--- src/rtl/data_buff_rd_ctrl.sv ---
// rtl/data_buff_rd_ctrl.sv - read sequencer from column buffer FIFO to PE array
// Streams kernel_size^2 elements per window through a 2-entry skid, tagging window boundaries.
module data_buff_rd_ctrl #(
    parameter int DATA_WIDTH = 16,
    parameter int CNT_WIDTH  = 16
) (
    input  logic                  clk,
    input  logic                  rst,
    input  logic                  start,
    input  logic [7:0]            kernel_size,
    input  logic [CNT_WIDTH-1:0]  num_windows,
    input  logic                  fifo_empty,
    input  logic [DATA_WIDTH-1:0] fifo_rdata,
    output logic                  fifo_rd_en,
    output logic [DATA_WIDTH-1:0] pe_data,
    output logic                  PE_VALID,
    input  logic                  PE_READY,
    output logic                  pe_first,
    output logic                  pe_last,
    output logic                  busy,
    output logic                  done
);

    typedef enum logic [1:0] {IDLE, STREAM, DRAIN, FIN} state_t;

    state_t                  state_q;
    logic                    busy_q, done_q;
    logic [CNT_WIDTH-1:0]    total_q, nwin_q;
    logic [CNT_WIDTH-1:0]    rd_elem_q, rd_win_q, out_elem_q, out_win_q;
    logic [1:0]              skid_cnt_q;
    logic                    rd_pend_q;
    logic [DATA_WIDTH-1:0]   skid0_q, skid1_q;

    logic [15:0]             ks_sq;
    logic [2:0]              inflight;
    logic                    accept, rd_room, last_rd, out_last_elem, job_last_acc, job_ok;

    assign ks_sq         = {8'd0, kernel_size} * {8'd0, kernel_size};
    assign job_ok        = (kernel_size != 8'd0) && (num_windows != '0);
    assign PE_VALID      = (skid_cnt_q != 2'd0);
    assign pe_data       = skid0_q;
    assign accept        = PE_VALID & PE_READY;
    // Entries already held or on their way from the FIFO must leave room for the new read.
    assign inflight      = {1'b0, skid_cnt_q} + {2'b0, rd_pend_q};
    assign rd_room       = inflight < (3'd2 + {2'b0, accept});
    assign fifo_rd_en    = (state_q == STREAM) & ~fifo_empty & rd_room;
    assign last_rd       = (rd_win_q == nwin_q - 1'b1) && (rd_elem_q == total_q - 1'b1);
    assign out_last_elem = (out_elem_q == total_q - 1'b1);
    assign job_last_acc  = accept & out_last_elem & (out_win_q == nwin_q - 1'b1);
    assign pe_first      = PE_VALID & (out_elem_q == '0);
    assign pe_last       = PE_VALID & out_last_elem;
    assign busy          = busy_q;
    assign done          = done_q;

    always_ff @(posedge clk or posedge rst) begin
        if (rst) begin
            state_q <= IDLE;
            busy_q  <= 1'b0;
            done_q  <= 1'b0;
            total_q <= '0;
            nwin_q  <= '0;
        end else begin
            case (state_q)
                IDLE: begin
                    if (start) begin
                        total_q <= CNT_WIDTH'(ks_sq);
                        nwin_q  <= num_windows;
                        if (job_ok) begin
                            state_q <= STREAM;
                            busy_q  <= 1'b1;
                        end else begin
                            state_q <= FIN;
                            done_q  <= 1'b1;
                        end
                    end
                end
                STREAM: begin
                    if (fifo_rd_en && last_rd) begin
                        state_q <= DRAIN;
                    end
                end
                DRAIN: begin
                    if (job_last_acc) begin
                        state_q <= FIN;
                        busy_q  <= 1'b0;
                        done_q  <= 1'b1;
                    end
                end
                FIN: begin
                    state_q <= IDLE;
                    done_q  <= 1'b0;
                end
                default: state_q <= IDLE;
            endcase
        end
    end

    always_ff @(posedge clk or posedge rst) begin
        if (rst) begin
            rd_elem_q  <= '0;
            rd_win_q   <= '0;
            out_elem_q <= '0;
            out_win_q  <= '0;
        end else if (state_q == IDLE) begin
            rd_elem_q  <= '0;
            rd_win_q   <= '0;
            out_elem_q <= '0;
            out_win_q  <= '0;
        end else begin
            if (fifo_rd_en) begin
                if (rd_elem_q == total_q - 1'b1) begin
                    rd_elem_q <= '0;
                    rd_win_q  <= rd_win_q + 1'b1;
                end else begin
                    rd_elem_q <= rd_elem_q + 1'b1;
                end
            end
            if (accept) begin
                if (out_last_elem) begin
                    out_elem_q <= '0;
                    out_win_q  <= out_win_q + 1'b1;
                end else begin
                    out_elem_q <= out_elem_q + 1'b1;
                end
            end
        end
    end

    // Skid entry 0 is always the head; pops shift entry 1 forward.
    always_ff @(posedge clk or posedge rst) begin
        if (rst) begin
            rd_pend_q  <= 1'b0;
            skid_cnt_q <= 2'd0;
            skid0_q    <= '0;
            skid1_q    <= '0;
        end else begin
            rd_pend_q <= fifo_rd_en;
            case ({rd_pend_q, accept})
                2'b10: begin
                    if (skid_cnt_q == 2'd0) skid0_q <= fifo_rdata;
                    else                    skid1_q <= fifo_rdata;
                    skid_cnt_q <= skid_cnt_q + 2'd1;
                end
                2'b01: begin
                    skid0_q    <= skid1_q;
                    skid_cnt_q <= skid_cnt_q - 2'd1;
                end
                2'b11: begin
                    if (skid_cnt_q == 2'd1) begin
                        skid0_q <= fifo_rdata;
                    end else begin
                        skid0_q <= skid1_q;
                        skid1_q <= fifo_rdata;
                    end
                end
                default: ;
            endcase
        end
    end

    skid_no_overflow: assert property (@(posedge clk) disable iff (rst)
        !(rd_pend_q && !accept && skid_cnt_q == 2'd2));

endmodule

--- config.mk ---
export PLATFORM = sky130hd
export DESIGN_NAME = data_buff_rd_ctrl
export DESIGN_NICKNAME = d
export VERILOG_FILES = /design/src/rtl/data_buff_rd_ctrl.sv
export SDC_FILE = /design/constraint.sdc
export NUM_CORES = 1
export LEC_CHECK = 0
export CORE_MARGIN = 1
export CORE_UTILIZATION = 55
export CTS_CLUSTER_SIZE = 30
export DETAILED_ROUTE_END_ITERATION = 10
export GPL_TIMING_DRIVEN = 1
export PLACE_DENSITY = 0.78
export SYNTH_ARGS = -nofsm -noshare
export SYNTH_HDL_FRONTEND = slang
export SYNTH_SLANG_ARGS = --single-unit
--- constraint.sdc ---
create_clock -name clk -period 4.5 [get_ports clk]
set_input_delay 0.9 -clock clk [delete_from_list [all_inputs] [get_ports clk]]
set_output_delay 0.9 -clock clk [all_outputs]
set_load 0.02 [all_outputs]
After elaboration in Yosys (flattened, before gate mapping)
Index checks and enable logic that the tools add are counted.

cells by class
  magnitude comparators = 1
  equal/unequal tests = 19
  bitwise logic cells = 8
  add/sub/neg operators = 10
  multipliers = 1
  multiplexer cells = 32
  reduce and logical (&&, ||, !) cells = 26

operators with widths
  cell                                                 count
  two-way mux 16 bit                                   16
  adder 16 x 1 -> 16 bit (second input constant)       4
  == test 16 bit                                       4
  case mux 16 bit (3 select lines)                     1
  case mux 16 bit (2 select lines)                     1
  subtractor 16 x 1 -> 16 bit (second input constant)  2
  logical NOT 16 bit                                   1
  multiplier 8 x 8 -> 16 bit                           1
  nonzero test 16 bit                                  1
  nonzero test 2 bit                                   8
  != test 2 bit (second input constant)                7
  == test 2 bit (second input constant)                4
  two-way mux 2 bit                                    4
  case mux 2 bit (4 select lines)                      1
  AND reduction 2 bit                                  4
  AND reduction 4 bit                                  2
  nonzero test 8 bit                                   1
  bitwise AND 1 bit                                    7
  == test 2 x 1 -> 1 bit (second input constant)       3
  two-way mux 1 bit                                    6
  AND reduction 3 bit                                  2
  nonzero test 3 bit                                   2
  logical NOT 2 bit                                    2
  case mux 2 bit (2 select lines)                      1
  other kinds (10)                                     12

storage, ports and cells
  register bits = 135
  word-level logic and storage cells = 110
  output and inout bits = 22
  input bits = 45

Logic depth before layout (Yosys ltp)
Gate-level depths: netlist of the first run.

  word-level depth = 8
  mapped depth = 17
  depth with buffers taken out = 16

Worst setup path before layout of the first run
No wires, ideal clock.

  kind = input-to-reg
  start point = in kernel_size[2]
  end point = reg total_q[14]
  data arrival time = 4700 ps
  slack = -338 ps
  cell stages on the path = 15
  data required time = 4361 ps
  cells stage by stage = clkbuf_1 -> and2_1 -> fa_1 -> fa_1 -> inv_1 -> fa_1 -> fa_1 -> inv_1 -> ha_1 -> a21o_1 -> a31o_2 -> a41oi_1 -> a21oi_1 -> xnor2_1 -> o21ai_0

on the way
  longest elaborated chain between the ends = 1

RTL lines
  element                     RTL line  source
  from (decl)                 10        input logic [7:0] kernel_size,
  multiplier 8 x 8 -> 16 bit  38        assign ks_sq = {8'd0, kernel_size} * {8'd0, kernel_size};
  to (signal assigned)        66        total_q <= CNT_WIDTH'(ks_sq);
  to (decl)                   28        logic [CNT_WIDTH-1:0] total_q, nwin_q;

Every way passes these cells.
A chain may end at the register's enable or synchronous reset.

Final worst setup path of the first run
  start point = in kernel_size[2]
  end point = reg total_q[15]

The elaborated chain is that of the path after synthesis.

==> qor.yml, run 1 <==
placed_design:
  dpl.hpwl_um: 17600
  port-buffer-count: 66
  dp_slack_ns: -0.669
  routabilityCongestion: 0.916
cells_and_area:
  nNetsFinal: 1320
  drive_above_1_share_pct: 15.9
  layout_common_cells: "134 x dfrtp_1, 96 x nand2_1, 70 x o21ai_0, 67 x inv_1"
  antennaDiodeCount: 0
  area_delta_synth_final_pct: 17.8
  final_util_pct: 66.5
  mostFrequentLayoutCell: "dfrtp_1"
synth:
  ys.flop_type: "dfrtp_1"
  synthTopCellsByArea: "dfrtp_1 33%, ha_1 5.9%, mux2_2 5.0%, fa_1 4.9%, xnor2_1 4.9%"
  synth_area_per_cell_um2: 9.11
  yosysSeqAreaShare_pct: 32.9
  yosys.area.top_type: "dfrtp_1"
  syn_inst: 1120
  synth_cell_type_count: 77
  netlist_area_um2: 10200
  synth_enable_flop_cells: 0
  synth_top_area_share_pct: 32.9
  ys_warn_count: 0
  ys_ff_latch: 134
  syn_nets: 1238
  synth-async-reset-ratio_pct: 100
grt:
  grt_pass1_vias: 8449
  use_met1_pct: 34.5
  antenna_found_initial: 0
  grtUsageMet2_pct: 43.4
  grt_max_degree: 84
  gr-total-overflow: 0
  gr-usage-met3_pct: 4.09
  busiest_layer: "met2"
  groute.usage.overall_pct: 26.4
  grt_pass1_wl_um: 41100
clock_tree:
  cts_buffer_depth: 2
  cts_made_buffers: 17
  clk_pin_slew_ns: 0.06
  cts.sinks: 134
  cts_tree: "done"
  htreeDepth: 4
  clock_latency_ns: 0.43
  cts_hold_buf: 0
  cts_root_buf: "clkbuf_16"
sta:
  slew_violations: 0
  period_needed_ns: 4.33
  hold_viol: 0
  setup_ws_ns: 0.167
  rsz0062_at_grt: "false"
  period_share_pct: 96.3
  fmax_mhz: 231
  skew_ns: 0.00689
  slew_headroom_pct: 19.6
  max_slew.worst_pin.slew_ns: 1.20
  setup-violations-final: 0
drt:
  drcViolationCount: 10
  drtPass1Iterations: 8
  avgRoutedWirePerCell_um: 16.5
  antenna_left: 0
  wl_um: 23900
  dr_total_vias: 8680
  viasPerCell: 6.01
  drt_iter0_markers: 576
power_and_ir_drop:
  p_per_area_nw_per_um2: 566
  ir_drop_v: 0.000283
  p_leak_nw: 5.21
worst_setup_path:
  slowest_delay_ns: 0.54
  crit_path_end_kind: "flop"
  crit_arrival_ns: 4.63
  path_class: "in -> reg"
  crit_chain: "clkdlybuf4s15_1, nand2_1, fa_1, inv_1, fa_1, fa_1, inv_1, fa_1, inv_1, ha_4, nand2_1, o21ai_2, a41oi_2, a21oi_2, xor2_1, o21ai_0"
  crit_slowest_cell: "fa_1"
  worstPathMaxFanout: 5
  required_ns: 4.80
  critPathLaunchType: "primary input"
  cp_common_cell: "fa_1"
die:
  ios: 67
  die_x_um: 138
  std_cell_rows: 49
  start_util_pct: 56.4
  die_y_um: 138
  design.core.area_um2: 18100
  die_area_um2: 19100
worst_hold_path:
  hp-class: "reg -> reg"
run:
  maxCapViolations: 0
outcome:
  status: "finished, violations left"
  violations: "design-rule violations"
[state kept, by name, indices dropped and copies added (netlist names), 2 cells and up]
signal,flops
rd_win_q,16
skid_cnt_q,2
state_q,2
pe_data,16
skid1_q,16
out_win_q,16
rd_elem_q,16
total_q,15
nwin_q,16
out_elem_q,16
[worst paths after layout]
kind	from	to	slack (ns)	depth (start not counted)
setup / recovery	kernel_size[2]	total_q[15]$_DFFE_PP0P_	0.17	16
hold / removal	pe_data[4]$_DFFE_PP0P_	pe_data[4]$_DFFE_PP0P_	0.48	2
setup reg to reg	total_q[2]$_DFFE_PP0P_	rd_win_q[10]$_DFFE_PP0P_	0.84	10
hold reg to reg	pe_data[4]$_DFFE_PP0P_	pe_data[4]$_DFFE_PP0P_	0.48	2
max in group asynchronous	rst	out_elem_q[8]$_DFFE_PP0P_	2.76	3
min in group asynchronous	rst	done$_DFFE_PP0P_	0.99	2
[metal layers]
layer  vias up  wire length (um)
li1       4163                 -
met1      4191             10500
met2       266             11400
met3        60              1180
met4         0               748
met5         -                 0
[synthesized netlist by cell type (20+ instances only)]
library cell,n
dfrtp_1,134
ha_1,48
nor2_1,59
nor3_1,26
a21oi_1,37
and2_1,28
inv_1,69
nand2_1,96
xnor2_1,57
o21ai_0,71
xor2_1,29
and3_1,20
nand3_1,33
fa_1,25
nand4_1,20
nor4_1,29
mux2_2,45
clkbuf_1,49
[critical path: cells and delay by family]
family / cells / cell delay [ns]
xor gates and xnor gates: 1 / 0.16
adders and majority gates: 5 / 2.37
and+or+nand+nor: 2 / 0.17
buffers and inverters: 4 / 0.44
AOI/OAI and AO/OA: 4 / 0.59
[what timing repair did]
| action | in CTS | in global routing |
|---|---|---|
| resized for setup | 11 | 21 |
| endpoints found under the hold margin | 0 | 0 |
| endpoints found under the setup margin | 6 | 8 |
| buffers inserted | 0 | 4 |
| pin swaps | 1 | 9 |
[report_power, final]
part	switching, mW	internal, mW
Combinational	1.92	1.61
Sequential	0.350	1.52
Clock	0.563	0.833
Total	2.83	3.97
[final cells by class]
cell class | count | area [um2]
tap | 229 | 287
sequential | 134 | 3350
multi-input combinational | 854 | 6420
clock inverter | 14 | 150
fill | 1423 | 6060
clock buffer | 18 | 439
inverter | 69 | 264
timing repair buffer | 126 | 1110
[metrics by stage]
stage | setup TNS [ns] | area (um2) | power [mW] | std cells | hold slack (ns)
after CTS | -0.00107 | 12000 | 6.77 | 1440 | 0.483
after floorplan | 0 | 10300 | 4.37 | 1120 | 0.480
after global routing | 0 | 12000 | 7.30 | 1444 | 0.511
after global placement | -3.55 | 11300 | 5.24 | 1408 | 0.460
final | 0 | 12000 | 6.80 | 1444 | 0.476
after detailed placement | -4.30 | 11300 | 5.34 | 1408 | 0.470
[cells by family after synthesis]
kind of cell | synth area share, %
AOI/OAI and AO/OA | 15.0
buffers and inverters | 5.41
xor gates and xnor gates | 7.82
DFF | 32.9
muxes | 6.05
adders and majority gates | 10.8
and+or+nand+nor | 22.1
Power figures use the tool's default switching activity.
==> run 2: changes to the inputs <==
--- a/config.mk
+++ b/config.mk
@@ -10,7 +10,7 @@
 export CTS_CLUSTER_SIZE = 30
 export DETAILED_ROUTE_END_ITERATION = 10
 export GPL_TIMING_DRIVEN = 1
-export PLACE_DENSITY = 0.78
+export PLACE_DENSITY = 0.75
 export SYNTH_ARGS = -nofsm -noshare
 export SYNTH_HDL_FRONTEND = slang
 export SYNTH_SLANG_ARGS = --single-unit
==> constraint.sdc (replaced) <==
create_clock -name clk -period 5.26 [get_ports clk]
set_input_delay 1.052 -clock clk [delete_from_list [all_inputs] [get_ports clk]]
set_output_delay 1.052 -clock clk [all_outputs]
set_load 0.02 [all_outputs]
==> run 2 against run 1 <==
The flow still finishes with violations (design-rule violations). Die area stayed put. Sequential cell count stayed put. Non-clock buffer count is 24 lower. Clock-buffer cell count is 1 lower. Design area is 2.5% lower. Global-route usage is 1.1 points lower. Setup slack better by 0.084 ns. Combinational power is 22% lower. Clock power is 18% lower. Critical endpoint unchanged. Register-to-register slack better by 0.30 ns. Largest cell class unchanged. Wire length is 3.6% lower. First-iteration DRC count is 1.0% lower.
==> qor.yml, run 2 (synthesis gave the netlist of run 1 again) <==
outcome:
  status: "finished, violations left"
  violations: "design-rule violations"
cells_and_area:
  antennaDiodeCount: 0
  final_util_pct: 64.8
  drive_above_1_share_pct: 12.6
  stdcell_count: 1420
  mostFrequentLayoutCell: "dfrtp_1"
  nNetsFinal: 1296
  layout_common_cells: "134 x dfrtp_1, 96 x nand2_1, 71 x o21ai_0, 68 x inv_1, 66 x clkdlybuf4s50_1"
  area_delta_synth_final_pct: 14.8
die:
  die_x_um: 138
  ios: 67
  design.core.area_um2: 18100
  std_cell_rows: 49
  start_util_pct: 56.4
  die_y_um: 138
  die_area_um2: 19100
clock_tree:
  cts_made_buffers: 17
  htreeDepth: 4
  post_cts_resize_count: 0
  clock_latency_ns: 0.44
  cts_hold_buf: 0
  clk_pin_slew_ns: 0.06
  cts_setup_buffers: 0
  cts_tree: "done"
  cts.sinks: 134
  cts_root_buf: "clkbuf_16"
  cts_buffer_depth: 2
sta:
  period_share_pct: 95.2
  period_needed_ns: 5.01
  skew_ns: 0.00895
  setup_ws_ns: 0.251
  rsz0062_at_grt: "false"
  max_slew.worst_pin.slew_ns: 1.18
  setup-violations-final: 0
  hold_viol: 0
  fmax_mhz: 200
  slew_headroom_pct: 21.2
  fin_setup_tns_ns: 0
  slew_violations: 0
power_and_ir_drop:
  switching_share_pct: 42.8
  p_leak_nw: 5.04
  total_power_mw: 5.61
  ir_drop_v: 0.000238
  clkPwrFrac_pct: 20.5
  p_seq_share_pct: 30.1
  internal-power_mw: 3.21
  comb_power_share_pct: 49.5
  p_per_area_nw_per_um2: 478
  switchingPower_mw: 2.40
worst_hold_path:
  holdPathEnd: "pe_data[15]$_DFFE_PP0P_"
  min_from: "pe_data[15]$_DFFE_PP0P_"
  hp-class: "reg -> reg"
  hold_path_depth: 2
grt:
  grt_max_degree: 110
  groute.usage.overall_pct: 25.3
  grt_pass1_wl_um: 39300
  grt_pass1_vias: 8037
  gr-total-overflow: 0
  antenna_found_initial: 0
drt:
  drtPass1Iterations: 9
  drt_iter0_markers: 570
  avgRoutedWirePerCell_um: 16.2
  antenna_left: 0
  viasPerCell: 5.94
  wl_um: 23000
  dr_total_vias: 8428
  drcViolationCount: 10
run:
  maxCapViolations: 0
placed_design:
  routabilityCongestion: 0.916
  dpl.hpwl_um: 16800
  dp_slack_ns: -0.277
  dp_cells: 1388
  port-buffer-count: 66
worst_setup_path:
  crit_path_end_kind: "flop"
  r2r-end: "rd_elem_q[1]$_DFFE_PP0P_"
  crit_chain: "clkdlybuf4s50_1, buf_4, nand2_1, fa_1, inv_1, fa_1, fa_1, inv_1, fa_1, inv_1, ha_1, nand2_1, o21ai_0, a41oi_1, a21oi_1, xor2_1, o21ai_0"
  crit_arrival_ns: 5.29
  cp_common_cell: "fa_1"
  reg2reg_depth: 10
  rr_startpoint: "total_q[0]$_DFFE_PP0P_"
  crit_family: "adder cells"
  worstPathMaxFanout: 4
  required_ns: 5.54
  critPathLaunchType: "primary input"
  slowest_delay_ns: 0.57
  ff2ff_setup_slack_ns: 1.14
  crit_slowest_cell: "clkdlybuf4s50_1"
  worst-path-buf-inv: 5
  path_class: "in -> reg"
run 2: cell types whose count changed in the layout (fill, tap and decap cells not counted), moves of 3 or more:
cell | previous run | this run
and2_1 | 23 | 27
and2_4 | 5 | 1
buf_4 | 58 | 36
clkbuf_2 | 4 | 0
clkdlybuf4s50_1 | 58 | 66
clkinv_2 | 3 | 0
inv_6 | 4 | 7
inv_8 | 0 | 4
run 2: tightest hold or removal path, cell delays in order, from the launching register on:
cell and delay (ns):
dfrtp_1 0.34, nand2_1 0.04, o21ai_0 0.06
run 2: power by group through the flow:
stage               logic, mW  clock network (mW)  registers [mW]
global route             3.08                1.21            1.73
floorplan                2.15                   0            1.55
global placement         2.68                   0            1.68
CTS                      2.76                1.15            1.68
finish                   2.77                1.15            1.69
detailed placement       2.74                   0            1.70
run 2: stage by stage:
stage | cell area, um2 | hold WS, ns
3_5_place_dp | 11100 | 0.469
5_1_grt | 11700 | 0.503
2_1_floorplan | 10200 | 0.480
4_1_cts | 11700 | 0.483
3_3_place_gp | 11100 | 0.460
6_report | 11700 | 0.476
run 2: area by class of cell:
| cell class | count | area (um2) |
|---|---|---|
| Clock buffer | 17 | 425 |
| Clock inverter | 15 | 136 |
| Fill cell | 1526 | 6370 |
| Inverter | 69 | 264 |
| Multi-Input combinational cell | 854 | 6320 |
| Sequential cell | 134 | 3350 |
| Tap cell | 229 | 287 |
| Timing Repair Buffer | 102 | 931 |
run 2: per-layer routing:
metal  track usage (%)  vias to the layer above  wire length [um]
li1                  -                     4128                 -
met2              43.0                      182             11400
met1              32.7                     4078             10300
met4              9.28                        2               495
met5                 0                        -                13
met3              3.91                       38               802
run 2: worst max path at each step:
stage,startpoint,endpoint,cells past startpoint
finish,kernel_size[6],total_q[15]$_DFFE_PP0P_,17
floorplan,kernel_size[2],total_q[14]$_DFFE_PP0P_,15
CTS,kernel_size[6],total_q[12]$_DFFE_PP0P_,16
global route,kernel_size[7],total_q[12]$_DFFE_PP0P_,15
global placement,kernel_size[6],total_q[14]$_DFFE_PP0P_,15
detailed placement,kernel_size[6],total_q[12]$_DFFE_PP0P_,16
==> run 3: changes to the inputs <==
--- a/config.mk
+++ b/config.mk
@@ -5,6 +5,8 @@
 export SDC_FILE = /design/constraint.sdc
 export NUM_CORES = 1
 export LEC_CHECK = 0
+export ABC_AREA = 1
+export ABC_CLOCK_PERIOD_IN_PS = 5260
 export CORE_MARGIN = 1
 export CORE_UTILIZATION = 55
 export CTS_CLUSTER_SIZE = 30
==> run 3 against run 2 <==
The run now ends clean. Global-route usage up 2.8 points. Sequential cell count unchanged. Area after synthesis down 0.21%. Setup slack worse by 0.087 ns. Wire length up 13%. Clock-buffer cell count unchanged. Critical endpoint is now total_q[14]$_DFFE_PP0P_. Highest routed layer is now met4.
==> qor.yml, run 3 <==
outcome:
  status: "completed"
worst_setup_path:
  crit_chain: "clkdlybuf4s50_1, nand2_1, fa_1, inv_1, fa_1, fa_1, inv_1, fa_1, inv_1, ha_4, a21oi_2, o21ai_0, a21oi_1, o21ai_1, a21oi_1, o21bai_1, or2_2, nand3_1, o21ai_1"
  crit_path_end_kind: "flop"
  path_class: "in -> reg"
  crit_family: "adder cells"
  worst-path-buf-inv: 4
  crit_slowest_cell: "fa_1"
  worstPathMaxFanout: 4
  reg2reg_depth: 13
  r2r-end: "out_win_q[13]$_DFFE_PP0P_"
  required_ns: 5.53
  rr_startpoint: "total_q[0]$_DFFE_PP0P_"
  crit_start: "kernel_size[5]"
  cp_common_cell: "fa_1"
  critPathLaunchType: "primary input"
  ff2ff_setup_slack_ns: 2.18
  slowest_delay_ns: 0.55
  crit_arrival_ns: 5.37
grt:
  antenna_found_initial: 0
  groute.usage.overall_pct: 28.1
  grt_pass1_vias: 9115
  gr-total-overflow: 0
  grt_pass1_wl_um: 43900
  grt_max_degree: 110
placed_design:
  dpl.hpwl_um: 20000
  port-buffer-count: 66
  routabilityCongestion: 0.965
cells_and_area:
  mostFrequentLayoutCell: "nand2_1"
  area_delta_synth_final_pct: 17.2
  nNetsFinal: 1618
  antennaDiodeCount: 0
  layout_common_cells: "345 x nand2_1, 216 x inv_1, 137 x nand3_1, 134 x dfrtp_1, 105 x nor2_1"
  drive_above_1_share_pct: 8.99
sta:
  slew_violations: 0
  slew_headroom_pct: 31.2
  holdWs_ns: 0.486
  hold_viol: 0
  setup-violations-final: 0
  skew_ns: 0.0177
  fmax_mhz: 196
  period_share_pct: 96.9
  period_needed_ns: 5.10
  max_slew.worst_pin.slew_ns: 1.03
drt:
  wl_um: 26000
  avgRoutedWirePerCell_um: 14.9
  drtPass1Iterations: 7
  drt_iter0_markers: 898
  met3_length_um: 1510
  routed.top_layer: "met4"
  dr_total_vias: 9515
  wl_met1_um: 12100
  drcViolationCount: 0
  viasPerCell: 5.46
  antenna_left: 0
  route.met2.wl_um: 12000
die:
  start_util_pct: 56.5
  die_x_um: 138
  ios: 67
  std_cell_rows: 49
  die_area_um2: 19100
  design.core.area_um2: 18000
  die_y_um: 138
worst_hold_path:
  hold_path_depth: 2
  min_from: "busy$_DFFE_PP0P_"
  hp-class: "reg -> reg"
  holdPathEnd: "busy$_DFFE_PP0P_"
clock_tree:
  htreeDepth: 4
  cts_root_buf: "clkbuf_16"
  cts_tree: "done"
  cts.sinks: 134
  clock_latency_ns: 0.43
  cts_made_buffers: 17
  cts_setup_buffers: 0
  clk_pin_slew_ns: 0.06
  cts_buffer_depth: 2
synth:
  syn_inst: 1413
  netlist_area_um2: 10200
  ys.flop_type: "dfrtp_1"
  synth_area_per_cell_um2: 7.21
  synth_cell_type_count: 43
  yosysMostFrequentCell: "nand2_1"
  synth_top_area_share_pct: 32.9
  synthTopCellsByCount: "346 x nand2_1, 218 x inv_1, 137 x nand3_1"
  yosysSeqAreaShare_pct: 32.9
  ys_warn_count: 0
  syn_nets: 1531
  synth_enable_flop_cells: 0
  ys_ff_latch: 134
  synthTopCellsByArea: "dfrtp_1 33%, nand2_1 13%, inv_1 8.0%, nand3_1 6.7%, ha_1 5.9%"
  synth-async-reset-ratio_pct: 100
  yosys.area.top_type: "dfrtp_1"
power_and_ir_drop:
  ir_drop_v: 0.000357
  total_power_mw: 5.80
  p_per_area_nw_per_um2: 486
  p_leak_nw: 5.76
run:
  maxCapViolations: 0
## run 3: cell count changes in the layout (fill, tap and decap cells not counted), sizes merged, moves of 17 or more
cell	before	now
o21ai	73	111
nor2	59	114
xnor2	57	10
xor2	29	46
and3	20	1
or4	17	0
o22ai	1	30
nand3	34	139
mux2	45	16
inv	79	229
a22o	17	0
nor4	32	15
nand2	97	354
and2	28	1
## run 3: per-layer routing
layer	global-route usage, %	vias up
met5	0	-
met1	39.6	4411
met4	8.04	0
met3	4.43	42
met2	44.8	309
li1	-	4753
## run 3: layout make-up
type,instances,area (um2)
fill,1570,6100
multi-input combinational,1023,5900
sequential,134,3350
timing repair buffer,105,963
inverter,219,827
clock buffer,17,425
tap,229,287
clock inverter,15,176
## run 3: stage by stage
step                      std cells  util [%]  instance area, um2  setup WS, ns  TNS, ns
final                          1742      66.2               11900         0.164        0
after global routing           1742      66.2               11900       -0.0337  -0.0337
after CTS                      1742      65.9               11900        0.0295        0
after detailed placement       1710      62.5               11300        -0.569    -2.16
after global placement         1710      62.5               11300        -0.400    -1.24
after floorplan                1413         -               10200        0.0388        0
## run 3: worst min-delay path, stage by stage (launching register included)
cell and delay [ns]:
dfrtp_1 0.35, nand2_1 0.05, nand2_1 0.05
## run 3: logic make-up after synthesis
family                   count (synthesis)  synth area share (%)
XOR/XNOR                                56                  4.82
adder cells (fa/ha/maj)                 73                  10.8
flip-flops                             134                  32.9
buffers and inverters                  256                  9.66
AO/OA/AOI/OAI                          184                  10.0
multiplexers                            16                  1.77
AND/OR/NAND/NOR                        694                  30.0
## run 3: repair_timing
action / 4_1_cts / 5_1_grt
endpoints found under the hold margin: 0 / 0
pin swaps: 0 / 7
resized for setup: 2 / 12
hold buffers: 0 / 0
setup endpoints to repair: 1 / 4
## run 3: worst max path at each step
stage                              end  slack [ns]  cells past startpoint
6_report       total_q[14]$_DFFE_PP0P_        0.16                     19
5_1_grt        total_q[14]$_DFFE_PP0P_       -0.03                     19
4_1_cts        total_q[14]$_DFFE_PP0P_        0.03                     20
3_5_place_dp   total_q[14]$_DFFE_PP0P_       -0.57                     20
3_3_place_gp   total_q[14]$_DFFE_PP0P_       -0.40                     19
2_1_floorplan  total_q[14]$_DFFE_PP0P_        0.04                     19
## run 3: power by group
| part | switching (mW) | internal (mW) | total [mW] | leakage (nW) |
|---|---|---|---|---|
| Sequential | 0.262 | 1.32 | 1.58 | 1.75 |
| Clock | 0.540 | 0.682 | 1.22 | 0.295 |
| Combinational | 1.85 | 1.14 | 3.00 | 3.71 |
